File: config.mk
export PLATFORM = sky130hd
export DESIGN_NAME = rf_exec_sequencer
export DESIGN_NICKNAME = d
export VERILOG_FILES = /design/src/rtl/rf_exec_sequencer.sv
export SDC_FILE = /design/constraint.sdc
export NUM_CORES = 1
export LEC_CHECK = 0
export BUFFER_PORTS_ARGS = -buffer_cell sky130_fd_sc_hd__buf_2
export CORE_AREA = 2 2 92 94
export CTS_CLUSTER_SIZE = 10
export DETAILED_ROUTE_END_ITERATION = 8
export DIE_AREA = 0 0 94 96
export GPL_ROUTABILITY_DRIVEN = 0
export SLEW_MARGIN = 10
export SYNTH_ARGS = -nofsm -noshare
export SYNTH_HDL_FRONTEND = slang
export SYNTH_SLANG_ARGS = --single-unit
File: constraint.sdc
create_clock -name clk -period 1.79 [get_ports clk]
set_input_delay 0.179 -clock clk [delete_from_list [all_inputs] [get_ports clk]]
set_output_delay 0.179 -clock clk [all_outputs]
set_load 0.03 [all_outputs]
File: src/rtl/rf_exec_sequencer.sv
// Four-state execution sequencer (IDLE/READ/EXEC/WB) driving an 8-entry register file.
// Optional flag outputs are built only when RF_CTRL_FLAGS_EN is defined.
module rf_exec_sequencer #(
  parameter int unsigned WIDTH = 8
) (
  input  logic             clk,
  input  logic             rst,
  input  logic             in_valid,
  input  logic [15:0]      in_instr,
  output logic             in_ready,
  output logic [2:0]       ra1,
  output logic [2:0]       ra2,
  input  logic [WIDTH-1:0] rd1,
  input  logic [WIDTH-1:0] rd2,
  output logic [2:0]       wa3,
  output logic             we3,
  output logic [WIDTH-1:0] wd3,
  output logic             done,
  output logic             err,
  output logic             flag_z,
  output logic             flag_c
);

  typedef enum logic [1:0] {StIdle, StRead, StExec, StWb} state_e;

  state_e           state_q, state_d;
  logic [15:0]      instr_q, instr_d;
  logic [2:0]       wa3_q, wa3_d;
  logic [WIDTH-1:0] wd3_q, wd3_d;
  logic             we3_q, we3_d;
  logic             done_q, done_d;
  logic             err_q, err_d;

  logic [3:0]       op;
  logic [2:0]       rd;
  logic [7:0]       imm8;
  logic [WIDTH-1:0] imm_ext;
  logic [WIDTH-1:0] alu_res;
  logic             op_legal;
  logic             lt;
  logic             write_en;

  assign op   = instr_q[15:12];
  assign rd   = instr_q[11:9];
  assign imm8 = instr_q[7:0];

  // Read addresses come straight from the latched instruction, so they stay stable
  // from READ through EXEC and hold afterwards.
  assign ra1 = instr_q[8:6];
  assign ra2 = instr_q[5:3];

  if (WIDTH >= 8) begin : g_imm_zext
    always_comb begin
      imm_ext       = '0;
      imm_ext[7:0]  = imm8;
    end
  end else begin : g_imm_trunc
    assign imm_ext = imm8[WIDTH-1:0];
  end

  assign lt = (rd1 < rd2);

  always_comb begin
    alu_res  = '0;
    op_legal = 1'b1;
    case (op)
      4'h0:    alu_res = '0;
      4'h1:    alu_res = rd1 + rd2;
      4'h2:    alu_res = rd1 - rd2;
      4'h3:    alu_res = rd1 & rd2;
      4'h4:    alu_res = rd1 | rd2;
      4'h5:    alu_res = rd1 ^ rd2;
      4'h6:    alu_res[0] = lt;
      4'h7:    alu_res = imm_ext;
      4'h8:    alu_res = rd1;
      default: op_legal = 1'b0;
    endcase
  end

  // r0 is never written; NOP and illegal opcodes retire without a write.
  assign write_en = op_legal && (op != 4'h0) && (rd != 3'd0);

  always_comb begin
    state_d = state_q;
    instr_d = instr_q;
    wa3_d   = wa3_q;
    wd3_d   = wd3_q;
    we3_d   = 1'b0;
    done_d  = 1'b0;
    err_d   = 1'b0;
    case (state_q)
      StIdle: begin
        if (in_valid) begin
          instr_d = in_instr;
          state_d = StRead;
        end
      end
      StRead: state_d = StExec;
      StExec: begin
        if (op_legal && (op != 4'h0)) begin
          wa3_d = rd;
          wd3_d = alu_res;
        end
        we3_d   = write_en;
        done_d  = 1'b1;
        err_d   = ~op_legal;
        state_d = StWb;
      end
      StWb:    state_d = StIdle;
      default: state_d = StIdle;
    endcase
  end

  always_ff @(posedge clk) begin
    if (rst) begin
      state_q <= StIdle;
      instr_q <= '0;
      wa3_q   <= '0;
      wd3_q   <= '0;
      we3_q   <= 1'b0;
      done_q  <= 1'b0;
      err_q   <= 1'b0;
    end else begin
      state_q <= state_d;
      instr_q <= instr_d;
      wa3_q   <= wa3_d;
      wd3_q   <= wd3_d;
      we3_q   <= we3_d;
      done_q  <= done_d;
      err_q   <= err_d;
    end
  end

  assign in_ready = (state_q == StIdle);
  assign wa3      = wa3_q;
  assign wd3      = wd3_q;
  assign we3      = we3_q;
  assign done     = done_q;
  assign err      = err_q;

`ifdef RF_CTRL_FLAGS_EN
  logic [WIDTH:0] sum_w;
  logic           flag_upd;
  logic           carry;
  logic           flag_z_q, flag_c_q;

  assign sum_w = {1'b0, rd1} + {1'b0, rd2};

  always_comb begin
    flag_upd = 1'b0;
    carry    = 1'b0;
    case (op)
      4'h1:                      begin flag_upd = 1'b1; carry = sum_w[WIDTH]; end
      4'h2:                      begin flag_upd = 1'b1; carry = lt;           end
      4'h3, 4'h4, 4'h5, 4'h6:    flag_upd = 1'b1;
      default:                   flag_upd = 1'b0;
    endcase
  end

  always_ff @(posedge clk) begin
    if (rst) begin
      flag_z_q <= 1'b0;
      flag_c_q <= 1'b0;
    end else if ((state_q == StExec) && flag_upd) begin
      flag_z_q <= (alu_res == '0);
      flag_c_q <= carry;
    end
  end

  assign flag_z = flag_z_q;
  assign flag_c = flag_c_q;
`else
  assign flag_z = 1'b0;
  assign flag_c = 1'b0;
`endif

endmodule

==> metrics.txt <==
max-slew violations 0; period utilisation layout 96.4%; routed vias 2,781; Tot Pwr 3360 uW; synthesized instance count 342; Synth area leaders dfxtp_1 24%, ha_1 13%, a21oi_1 7.3%, nand2_1 6.3%, inv_1 4.1%; fmax 580 MHz; Yosys top cell area share 24.0%; Post-synth EDFFs 0; Distinct cells, synth 62; GRT Overall Usage 18.2%; Worst Skew 6.63 ps; Rel. slew slack 61.1%; met2 Track Usage GR 28.9%; Root Driver clkbuf_8; Setup CP Type input port to flop; critical path startpoint rd1[0]; crit-path leading delay family compound AO/OA/AOI/OAI gates; Mapped Area 2670 sq um; most numerous cell in the Yosys netlist nand2_1; cell count of the worst reg-to-reg path 5; Avg Vias per Cell 5.23; Post-Layout Inst Area 3470 sq um; met1 Resource Use GR 25.0%; layout cells sized above 1 32.6%; YS warnings 0; Placement Cell Area 3320 sq um; Final nets 490; drt initial violations 151; Power Density 967 nW/um^2; Worst Path Arrival 1890 ps; CP Capture Point wd3[0]; Die H 96 microns; gr busiest metal met2; die area 9020 sq um; Skew-Pair Late Insertion Delay 290 ps; Synth Area per Inst 7.80 sq um; GR Util met3 4.15%; dpl ws -273 ps; vias in the first global route 2,627; leakage power 0.00158 uW; share of flip-flops with an asynchronous set or reset 0%; Hold Crit Class input port to flop; Reg clk slew, reported paths 70 ps; DR WL/cell 15.0 microns; routed wire length 7960 microns; Tmin final 1720 ps; Max Root-Sink Buffers 2; Peak VDD IR 771 uV; initial antenna violation count 0; die width 94 microns; Post-route DRC 0; ys flop type dfxtp_1; area delta synth->final 30.1%; Stages on worst setup path 9; critical path launch point type input port; Initial DRT Pass Iterations 4; Worst-Margin Slew 578 ps; CP endpoint kind flop; R2R Setup Slk 100 ps; R2R Path End wd3[5]; CTS Hold Bufs 0; max-cap check violation count 0; synthesized flop and latch total 32; first-pass GRT wire length 12,900 microns; CP max FO 3; Post-DP HPWL 6100 microns; PortBufs 55; final hold vios 0; Rows 33; gr ovfl total 0; setup TNS 0 ps; largest net degree at the start of global routing 29; TritonCTS clock tree done; post-CTS setup-driven buffer insertion count 0; fin worst setup slack 65.3 ps; synth cell count leaders 45 x nand2_1, 39 x a21oi_1, 32 x dfxtp_1; Diodes inserted 0; status completed; Sink Count 32; core area 8050 sq um; Setup Viol. Count Final 0; post-route ant nets 0; H-tree Lvls 2; CP peak stage delay 360 ps; CP bufs+invs 2; sequential area share after synthesis 24.0%; final core occ 43.1%; Cell Chain, Critical Path buf_4 > inv_2 > ha_2 > fa_2 > o21bai_1 > a21oi_2 > o31a_1 > o311ai_2 > a311oi_2; TritonCTS Buffers 5; Reg-to-Reg Start instr_q[12]; Initial Utilization 33.1%; Synth area leader dfxtp_1; Ports 58; Worst EP required 1950 ps; RSZ-0062 raised after global routing yes; critical path's slowest cell fa_2
==> final cells by class <==
class / count / area [sq um]
flip-flops and latches: 32 / 643
clock buffers: 6 / 72.6
clock inverters: 2 / 35.0
repair buffers: 104 / 674
well taps: 105 / 131
inverters: 31 / 116
fillers: 811 / 4580
multi-input cells: 252 / 1800
==> placed cells by master, fill, tap and decap left out, drive strengths merged, types with 4 or more instances in the layout <==
cell / instances
a2111oi: 4
a211oi: 4
a21oi: 39
a31oi: 6
and3: 4
buf: 104
clkbuf: 6
dfxtp: 32
ha: 27
inv: 31
mux2i: 7
nand2: 46
nand2b: 6
nand3: 5
nand3b: 4
nor2: 16
nor3: 14
o21ai: 10
o21bai: 4
or3: 4
==> metal layers <==
metal / part of all wire (%) / routed length, microns / vias to the layer above
met5: 0 / 0 / -
met4: 0.98 / 78 / 0
met3: 8.4 / 669 / 7
met2: 46 / 3650 / 111
met1: 45 / 3560 / 1300
li1: - / - / 1363
==> kinds of logic (layout without fill, tap and decap cells) <==
kind of cell	Yosys count	count (layout)	share of synthesized area, %
and+or+nand+nor	114	114	21.9
AOI/OAI and AO/OA	95	95	23.8
buffers and inverters	59	143	10.8
DFF	32	32	24.0
adders and majority gates	29	29	14.2
muxes	9	9	3.89
xor gates and xnor gates	3	3	1.27
other	1	2	0.141
==> where the power goes <==
group	total, uW	switching, uW	internal, uW
clock	682	269	413
sequential	950	108	842
combinational	1730	1020	712
total	3360	1390	1970
==> worst min path at each step <==
stage / startpoint / end / slack, ps / depth (start not counted)
final: in_instr[13] / instr_q[13] / 120 / 3
after global routing: in_instr[15] / instr_q[15] / 120 / 3
after CTS: in_instr[10] / instr_q[10] / 120 / 3
after detailed placement: in_instr[10] / instr_q[10] / 430 / 3
after global placement: in_instr[5] / instr_q[5] / 420 / 3
after floorplan: in_instr[0] / instr_q[0] / 310 / 2
==> state kept, by name, summed over array words and instances (netlist names) <==
| name | cells |
|---|---|
| instr_q | 16 |
| state_q | 2 |
| we3 | 1 |
| done | 1 |
| wa3 | 3 |
| err | 1 |
| wd3 | 8 |
==> worst register-to-register path: cells and delay by family (launching register included) <==
family | cells | cell delay [ps]
AND/OR/NAND/NOR | 3 | 840
AO/OA/AOI/OAI | 1 | 260
flip-flops | 1 | 350
XOR/XNOR | 1 | 160
==> timing repair <==
item                                   CTS  global route
endpoints found under the hold margin    0             0
setup endpoints to repair                1             6
resized for setup                        1            14
pin swaps                                0             4
==> per-stage QoR <==
step	hold WS [ps]	instances
floorplan	315	343
global placement	418	524
detailed placement	428	524
CTS	119	532
global route	117	532
finish	123	532
Note: power is estimated with default switching activity, not from simulation.
